<file path="config.mk">
export PLATFORM = sky130hd
export DESIGN_NAME = reg_rd_arb
export DESIGN_NICKNAME = d
export VERILOG_FILES = /design/src/rtl/reg_rd_arb.sv
export SDC_FILE = /design/constraint.sdc
export NUM_CORES = 1
export LEC_CHECK = 0
export BUFFER_PORTS_ARGS = -buffer_cell sky130_fd_sc_hd__buf_2
export CAP_MARGIN = 15
export CORE_MARGIN = 4
export CORE_UTILIZATION = 40
export DETAILED_ROUTE_END_ITERATION = 12
export PLACE_DENSITY_LB_ADDON = 0.2
export SYNTH_ARGS = -nofsm -noshare
export SYNTH_HDL_FRONTEND = slang
export SYNTH_SLANG_ARGS = --single-unit
</file>
<file path="constraint.sdc">
create_clock -name clk -period 1.7 [get_ports clk]
set_clock_uncertainty 0.05 [all_clocks]
set_input_delay 0.17 -clock clk [delete_from_list [all_inputs] [get_ports clk]]
set_output_delay 0.17 -clock clk [all_outputs]
set_load 0.01 [all_outputs]
</file>
<file path="src/rtl/reg_rd_arb.sv">
// Register-file read arbiter: grant+issue, then capture; req->rsp_vld is 2 cycles, one grant per cycle, no backpressure.
// Define REG_ARB_RR_EN for round-robin arbitration; otherwise fixed priority with the lowest index winning.
module reg_rd_arb #(
  parameter int REG_SZ = 32,
  parameter int NREQ   = 3
) (
  input  logic              clk,
  input  logic              rst,
  input  logic [NREQ-1:0]   req,
  input  logic [5*NREQ-1:0] req_idx,
  output logic [NREQ-1:0]   gnt,
  output logic [NREQ-1:0]   rsp_vld,
  output logic [REG_SZ-1:0] rsp_data,
  output logic              reg_re,
  output logic [4:0]        reg_idx,
  input  logic [REG_SZ-1:0] reg_in,
  input  logic              wb_e,
  input  logic [4:0]        wb_idx,
  input  logic [REG_SZ-1:0] wb_data
);
  localparam int IW = $clog2(NREQ);

  logic [IW-1:0]     start;
  logic [IW-1:0]     win;
  logic [4:0]        win_idx;
  logic              any;
  logic [REG_SZ-1:0] cap;

`ifdef REG_ARB_RR_EN
  logic [IW-1:0] ptr;
  assign start = ptr;
`else
  assign start = '0;
`endif

  assign any = |req;

  // Scan from the highest search offset down so the offset closest to start wins.
  always_comb begin
    logic [IW-1:0] j;
    win = '0;
    j   = '0;
    for (int k = NREQ - 1; k >= 0; k--) begin
      j = IW'((int'(start) + k) % NREQ);
      if (req[j]) win = j;
    end
  end

  always_comb begin
    win_idx = '0;
    for (int i = 0; i < NREQ; i++) begin
      if (win == IW'(i)) win_idx = req_idx[5*i +: 5];
    end
  end

  // reg_idx doubles as the stage-B index; a nonzero match implies wb_idx is nonzero too.
  always_comb begin
    if (reg_idx == 5'd0)                   cap = '0;
    else if (wb_e && (wb_idx == reg_idx))  cap = wb_data;
    else                                   cap = reg_in;
  end

  always_ff @(posedge clk or negedge rst) begin
    if (!rst) begin
      gnt      <= '0;
      reg_re   <= 1'b0;
      reg_idx  <= '0;
      rsp_vld  <= '0;
      rsp_data <= '0;
    end else begin
      reg_re  <= any;
      gnt     <= any ? (NREQ'(1) << win) : '0;
      if (any) reg_idx <= win_idx;
      rsp_vld <= gnt;
      if (reg_re) rsp_data <= cap;
    end
  end

`ifdef REG_ARB_RR_EN
  always_ff @(posedge clk or negedge rst) begin
    if (!rst) begin
      ptr <= '0;
    end else if (any) begin
      ptr <= (win == IW'(NREQ - 1)) ? '0 : win + 1'b1;
    end
  end
`endif

endmodule
</file>
==> qor.txt, run 1 <==
Syn avg cell area - 10.66 um^2
Final hold viol count - 0
First-pass GRT wire length - 10.54 mm
Hold WS - 0.06001 ns
Die Span Y - 85.78 um
GR Util All Layers - 17.76%
Synth area leaders - dfrtp_1 46%, o221ai_2 20%, nand4_1 8.3%
CP bufs+invs - 1
Number of remaining DRC errors - 0
Count leader, synth - dfrtp_1
Drt wl/cell - 15.33 um
Die Span X - 85.78 um
Failing checks - negative setup slack
Worst setup SP type - flip-flop
Warnings, synthesis - 0
Area share of the largest cell type after synthesis - 45.50%
Post-route design area - 0.003392 mm^2
TritonCTS clock tree - built
Total CTS buffers - 5
Flop2flop setup slack - -0.03 ns
Critical Path RT - 1.82 ns
Status - finished with violations
Worst Hold Class - input port to flip-flop
Critical hold path startpoint - req[0]
Worst path depth - 5
Area grow syn2layout - 40.18%
Fin crit share - 101.6%
Via count - 2272
RD Place Congestion - 0.7582
Root Buffer - clkbuf_8
Core area - 0.005886 mm^2
Boundary pin count - 134
Slew Limit Fails - 0
Register bit total from synthesis - 44
CP Capture Type - flip-flop
Worst r2r src - reg_idx[2]
Synth unique cells - 21
Share of cells above drive strength 1 - 54.27%
Die area - 0.007358 mm^2
Crit path max-delay family - simple AND/OR/NAND/NOR gates
FMAX - 579.0 MHz
Top_reg_cell synth - dfrtp_1
Starting DRT DRC Count - 131
R2r endpoint - rsp_data[16]
Fin worst setup slack - -0.02722 ns
Setup TNS - -0.3363 ns
CP Max Fanout - 24
Pin count of the biggest net entering global routing - 50
Post-synth EDFFs - 0
Actual slew at the worst max-slew pin - 0.5376 ns
Pre-Repair DR Iteration Count - 4
Starting density of the core - 41.11%
Post-Place Cell Area - 0.003169 mm^2
Total wire length - 6.715 mm
Worst-path clk slew - 0.09 ns
Largest area contributor in the netlist - dfrtp_1
Critical-path top delay cell - or4_1
Pwr/cell area - 775.5 mW/mm^2
Clock Latency Late Sink - 0.29 ns
WHS Path Cells - 1
GRT overflow - 0
Setup slack after placement - -0.01538 ns
FP Rows - 28
Relative slew slack - 64.16%
Final setup viols - 22
Final net count - 452
IO buf count - 133
Synth Instances - 227
Arrival @ worst endpoint - 1.85 ns
Syn nets - 317
Worst-case reg-to-reg path depth - 5
Hold EP - gnt[0]
Seq/Total Area, Yosys - 45.50%
Clock sinks - 44
Synth top cells by count - 44 x dfrtp_1, 33 x inv_1, 32 x nand2_1, 32 x nand4_1, 32 x o221ai_2
Setup CP Type - flip-flop to flip-flop
Deepest clock path buffer count - 2
Leakage - 1.678 nW
DRT antenna net count - 0
Fillers - 549
H-tree depth - 2
Post-synth ARST share - 100.0%
DP Wirelength - 4.627 mm
Peak VDD IR - 0.0003230 V
Vias in the first global route - 2277
Diode count - 0
CP peak stage delay - 0.54 ns
DR vias/cell - 5.187
RSZ-0062 raised after global routing - yes
Period minus WS final - 1.727 ns
Mapped cell area - 0.002420 mm^2
Crit-path cells - or4_1 > o21a_4 > clkbuf_16 > nand4_1 > o221ai_2
Initial antenna violation count - 0
Max-cap violations - 0
-- worst max path at each step --
stage | startpoint | to | slack, ns
after floorplan | reg_idx[2] | rsp_data[0] | -0.04
after global placement | reg_idx[2] | rsp_data[8] | 0.02
after detailed placement | reg_idx[2] | rsp_data[3] | -0.02
after CTS | reg_idx[2] | rsp_data[3] | -0.01
after global routing | reg_idx[2] | rsp_data[28] | -0.10
final | reg_idx[2] | rsp_data[16] | -0.03
-- sequential cells by signal (all words and copies together), names as in the netlist --
| signal | count |
|---|---|
| gnt | 3 |
| reg_idx | 5 |
| reg_re | 1 |
| rsp_data | 32 |
| rsp_vld | 3 |
-- routing by layer --
layer	GRT usage, %	vias up	share of wire (%)
li1	-	1098	-
met1	21.97	1090	41
met2	31.00	80	50
met3	3.939	4	7.1
met4	5.180	0	1.1
met5	0	-	0
-- logic make-up (layout without fill, tap and decap cells) --
| family | after synthesis | count (layout) | synth area share, % |
|---|---|---|---|
| buf+inv | 58 | 194 | 12.41 |
| compound gates | 48 | 48 | 24.30 |
| simple gates | 72 | 72 | 15.98 |
| xor+xnor | 5 | 5 | 1.810 |
| flops | 44 | 44 | 45.50 |
-- cells in the final DEF (no fill, tap or decap), types with 2 or more instances in the layout --
cell type,n
o21ai_0,5
nor2b_1,2
clkbuf_8,6
dfrtp_1,43
xor2_1,3
buf_2,133
nand2_1,32
a22oi_1,10
buf_12,4
buf_6,4
buf_4,8
inv_1,33
clkinvlp_4,2
nand4_1,32
clkbuf_16,2
o221ai_2,32
-- per-stage QoR --
stage,utilization [%],power (mW),instances
3_3_place_gp,53.85,1.912,425
5_1_grt,57.63,2.782,438
4_1_cts,56.29,2.636,435
6_report,57.63,2.630,438
3_5_place_dp,53.85,1.924,425
2_1_floorplan,-,1.617,227
-- report_power, final --
part	internal (mW)	switching, mW
clock network	0.329	0.369
logic	0.337	0.391
registers	1.15	0.0538
-- final cells by class --
| cell class | instances | area, um^2 | share of cell area, % |
|---|---|---|---|
| clock inverters | 2 | 15.01 | 0.4426 |
| repair buffers | 153 | 938.4 | 27.67 |
| well taps | 75 | 93.84 | 2.767 |
| inverters | 33 | 123.9 | 3.652 |
| clock buffers | 6 | 82.58 | 2.435 |
| multi-input cells | 125 | 1036 | 30.54 |
| flip-flops and latches | 44 | 1102 | 32.50 |
-- repair_timing --
| item | in CTS | in global routing |
|---|---|---|
| cloned | 1 | 2 |
| pin swaps | 6 | 1 |
| setup endpoints to repair | 31 | 32 |
| hold buffers | 1 | 0 |
| setup buffers | 0 | 1 |
| hold endpoints to repair | 21 | 0 |
| gates resized for setup | 4 | 4 |
Power figures use the tool's default switching activity.
==> run 2: changes to the inputs <==
--- a/config.mk
+++ b/config.mk
@@ -7,7 +7,6 @@
 export LEC_CHECK = 0
 export BUFFER_PORTS_ARGS = -buffer_cell sky130_fd_sc_hd__buf_2
 export CAP_MARGIN = 15
-export CORE_MARGIN = 4
 export CORE_UTILIZATION = 40
 export DETAILED_ROUTE_END_ITERATION = 12
 export PLACE_DENSITY_LB_ADDON = 0.2
==> qor.txt, run 2 (synthesized netlist as in run 1, its figures left out) <==
Reg with most FFs - rsp_data
Critical Path RT - 1.82 ns (about the same)
Worst-case reg-to-reg path depth - 6 (+1)
Number of remaining DRC errors - 0 (unchanged)
Most frequent cells in the layout - 133 x buf_2, 43 x dfrtp_1, 33 x inv_1, 32 x nand4_1, 32 x o221ai_2
Fillers - 506 (-7.8%)
Worst path depth - 6 (+1)
Post-route design area - 0.003431 mm^2 (+1.1%)
Final net count - 454 (+0.44%)
Fin worst setup slack - -0.01759 ns (+0.009627 ns)
Fin crit share - 101.0% (-0.57 points)
Vias in the first global route - 2216 (-2.7%)
Deepest clock path buffer count - 2 (unchanged)
Critical-path top delay cell - dfrtp_1
Pwr/cell area - 767.8 mW/mm^2 (-0.99%)
DR vias/cell - 5.222 (+0.67%)
Largest registers - rsp_data x32, reg_idx x5
GR Util All Layers - 20.69% (+2.9 points)
CP startpoint - reg_idx[0]
Worst-path clk slew - 0.08 ns (about the same)
Pin count of the biggest net entering global routing - 41 (-18%)
CP Capture Type - flip-flop
Failing checks - negative setup slack
Commonest non-fill, non-tap cell in the layout - buf_2
Starting density of the core - 42.64% (+1.5 points)
GRT overflow - 0 (unchanged)
RSZ-0062 raised after global routing - yes
Root Buffer - clkbuf_8
Die Span Y - 79.78 um (-7.0%)
Peak VDD IR - 0.0003959 V (+23%)
DP Wirelength - 4.411 mm (-4.7%)
Relative slew slack - 61.92% (-2.2 points)
FP Rows - 27 (-3.6%)
Crit-path cells - buf_6 > xor2_2 > nor4_4 > and2_4 > clkbuf_16 > o221ai_2
Arrival @ worst endpoint - 1.84 ns (about the same)
Share of cells above drive strength 1 - 54.79% (+0.52 points)
Flop2flop setup slack - -0.02 ns (about the same)
Area grow syn2layout - 41.78%
Clock sinks - 44 (unchanged)
Initial antenna violation count - 0 (unchanged)
CP bufs+invs - 2 (+1)
CP Max Fanout - 6 (-75%)
Clock Latency Late Sink - 0.29 ns (about the same)
Final hold viol count - 0 (unchanged)
Diode count - 0 (unchanged)
Core Util, Final - 60.45% (+2.8 points)
First-pass GRT wire length - 10.18 mm (-3.5%)
DRT antenna net count - 0 (unchanged)
Worst Hold Class - input port to flip-flop
Core area - 0.005675 mm^2 (-3.6%)
Final setup viols - 21 (-4.5%)
Die Span X - 79.78 um (-7.0%)
Leakage - 1.698 nW (+1.2%)
Total CTS buffers - 5 (unchanged)
Slew Limit Fails - 0 (unchanged)
Hold WS - 0.05846 ns (-0.001552 ns)
Pre-Repair DR Iteration Count - 4 (unchanged)
Post-Place Cell Area - 0.003186 mm^2 (+0.51%)
IO buf count - 133 (unchanged)
Crit path max-delay family - simple AND/OR/NAND/NOR gates
Boundary pin count - 134 (unchanged)
FMAX - 582.2 MHz (+0.56%)
Worst r2r src - reg_idx[0]
Status - finished with violations
Starting DRT DRC Count - 88 (-33%)
R2r endpoint - rsp_data[16]
WHS Path Cells - 1 (unchanged)
Critical Path End - rsp_data[16]
Global route hottest layer - met2
Die area - 0.006365 mm^2 (-14%)
TritonCTS clock tree - built
Largest register FFs - 32 (unchanged)
Total wire length - 6.475 mm (-3.6%)
Met2 GRT Util - 34.27% (+3.3 points)
Period minus WS final - 1.718 ns (-0.009626 ns)
Worst setup SP type - flip-flop
Via count - 2282 (+0.44%)
Overall Power - 2.634 mW (+0.14%)
Setup CP Type - flip-flop to flip-flop
Max-cap violations - 0 (unchanged)
RD Place Congestion - 0.7505 (-1.0%)
Drt wl/cell - 14.82 um (-3.4%)
Actual slew at the worst max-slew pin - 0.5712 ns (+0.03357 ns)
Met1 usage - 26.95% (+5.0 points)
CP peak stage delay - 0.40 ns (-0.14 ns)
Routing usage on met3 - 5.029% (+1.1 points)
H-tree depth - 2 (unchanged)
-- run 2: cell type report --
| class | count | area [um^2] | area share (%) |
|---|---|---|---|
| tap | 72 | 90.09 | 2.626 |
| clock buffer | 7 | 86.33 | 2.516 |
| inverter | 33 | 123.9 | 3.611 |
| clock inverter | 1 | 7.507 | 0.2188 |
| timing repair buffer | 155 | 979.7 | 28.56 |
| multi-input combinational | 125 | 1041 | 30.34 |
| sequential | 44 | 1102 | 32.13 |
-- run 2: power breakdown --
group          leakage [nW]  total (mW)  internal [mW]  switching, mW
clock network        0.0445       0.689          0.331          0.359
registers             0.529        1.20           1.15         0.0528
logic                  1.13       0.742          0.349          0.393
total                  1.70        2.63           1.83          0.805
-- run 2: metrics by stage --
stage / setup TNS [ns] / setup slack, ns / std cells
final: -0.1998 / -0.01759 / 437
after CTS: -0.1778 / -0.02149 / 433
after floorplan: -1.346 / -0.04307 / 227
after global routing: -2.006 / -0.07402 / 437
after global placement: 0 / 0.03267 / 423
after detailed placement: -0.2792 / -0.02385 / 423
-- run 2: per-layer routing --
metal  vias to the layer above  wire [um]  part of all wire (%)
met5                         -          0                     0
met3                         4        412                   6.4
met2                        91       3098                    48
li1                       1100          -                     -
met4                         0         36                  0.56
met1                      1087       2928                    45
-- run 2: timing repair --
| action | 4_1_cts | 5_1_grt |
|---|---|---|
| pin swaps | 17 | 5 |
| hold buffers | 1 | 0 |
| gates resized for setup | 4 | 5 |
| buffers inserted | 0 | 1 |
| endpoints found under the hold margin | 22 | 0 |
| endpoints found under the setup margin | 32 | 32 |
| cloned | 1 | 3 |
-- run 2: worst min-delay path by stage --
| stage | start | endpoint |
|---|---|---|
| after CTS | req[0] | gnt[0] |
| after global routing | req[0] | gnt[0] |
| after global placement | rst | rsp_data[2] |
| after detailed placement | rst | rsp_data[2] |
| after floorplan | rst | gnt[0] |
| final | req[0] | gnt[0] |
-- run 2: worst register-to-register path, stage by stage (launching register included) --
cell	delay (ns)
dfrtp_1	0.40
buf_6	0.13
xor2_2	0.17
nor4_4	0.29
and2_4	0.28
clkbuf_16	0.18
o221ai_2	0.10
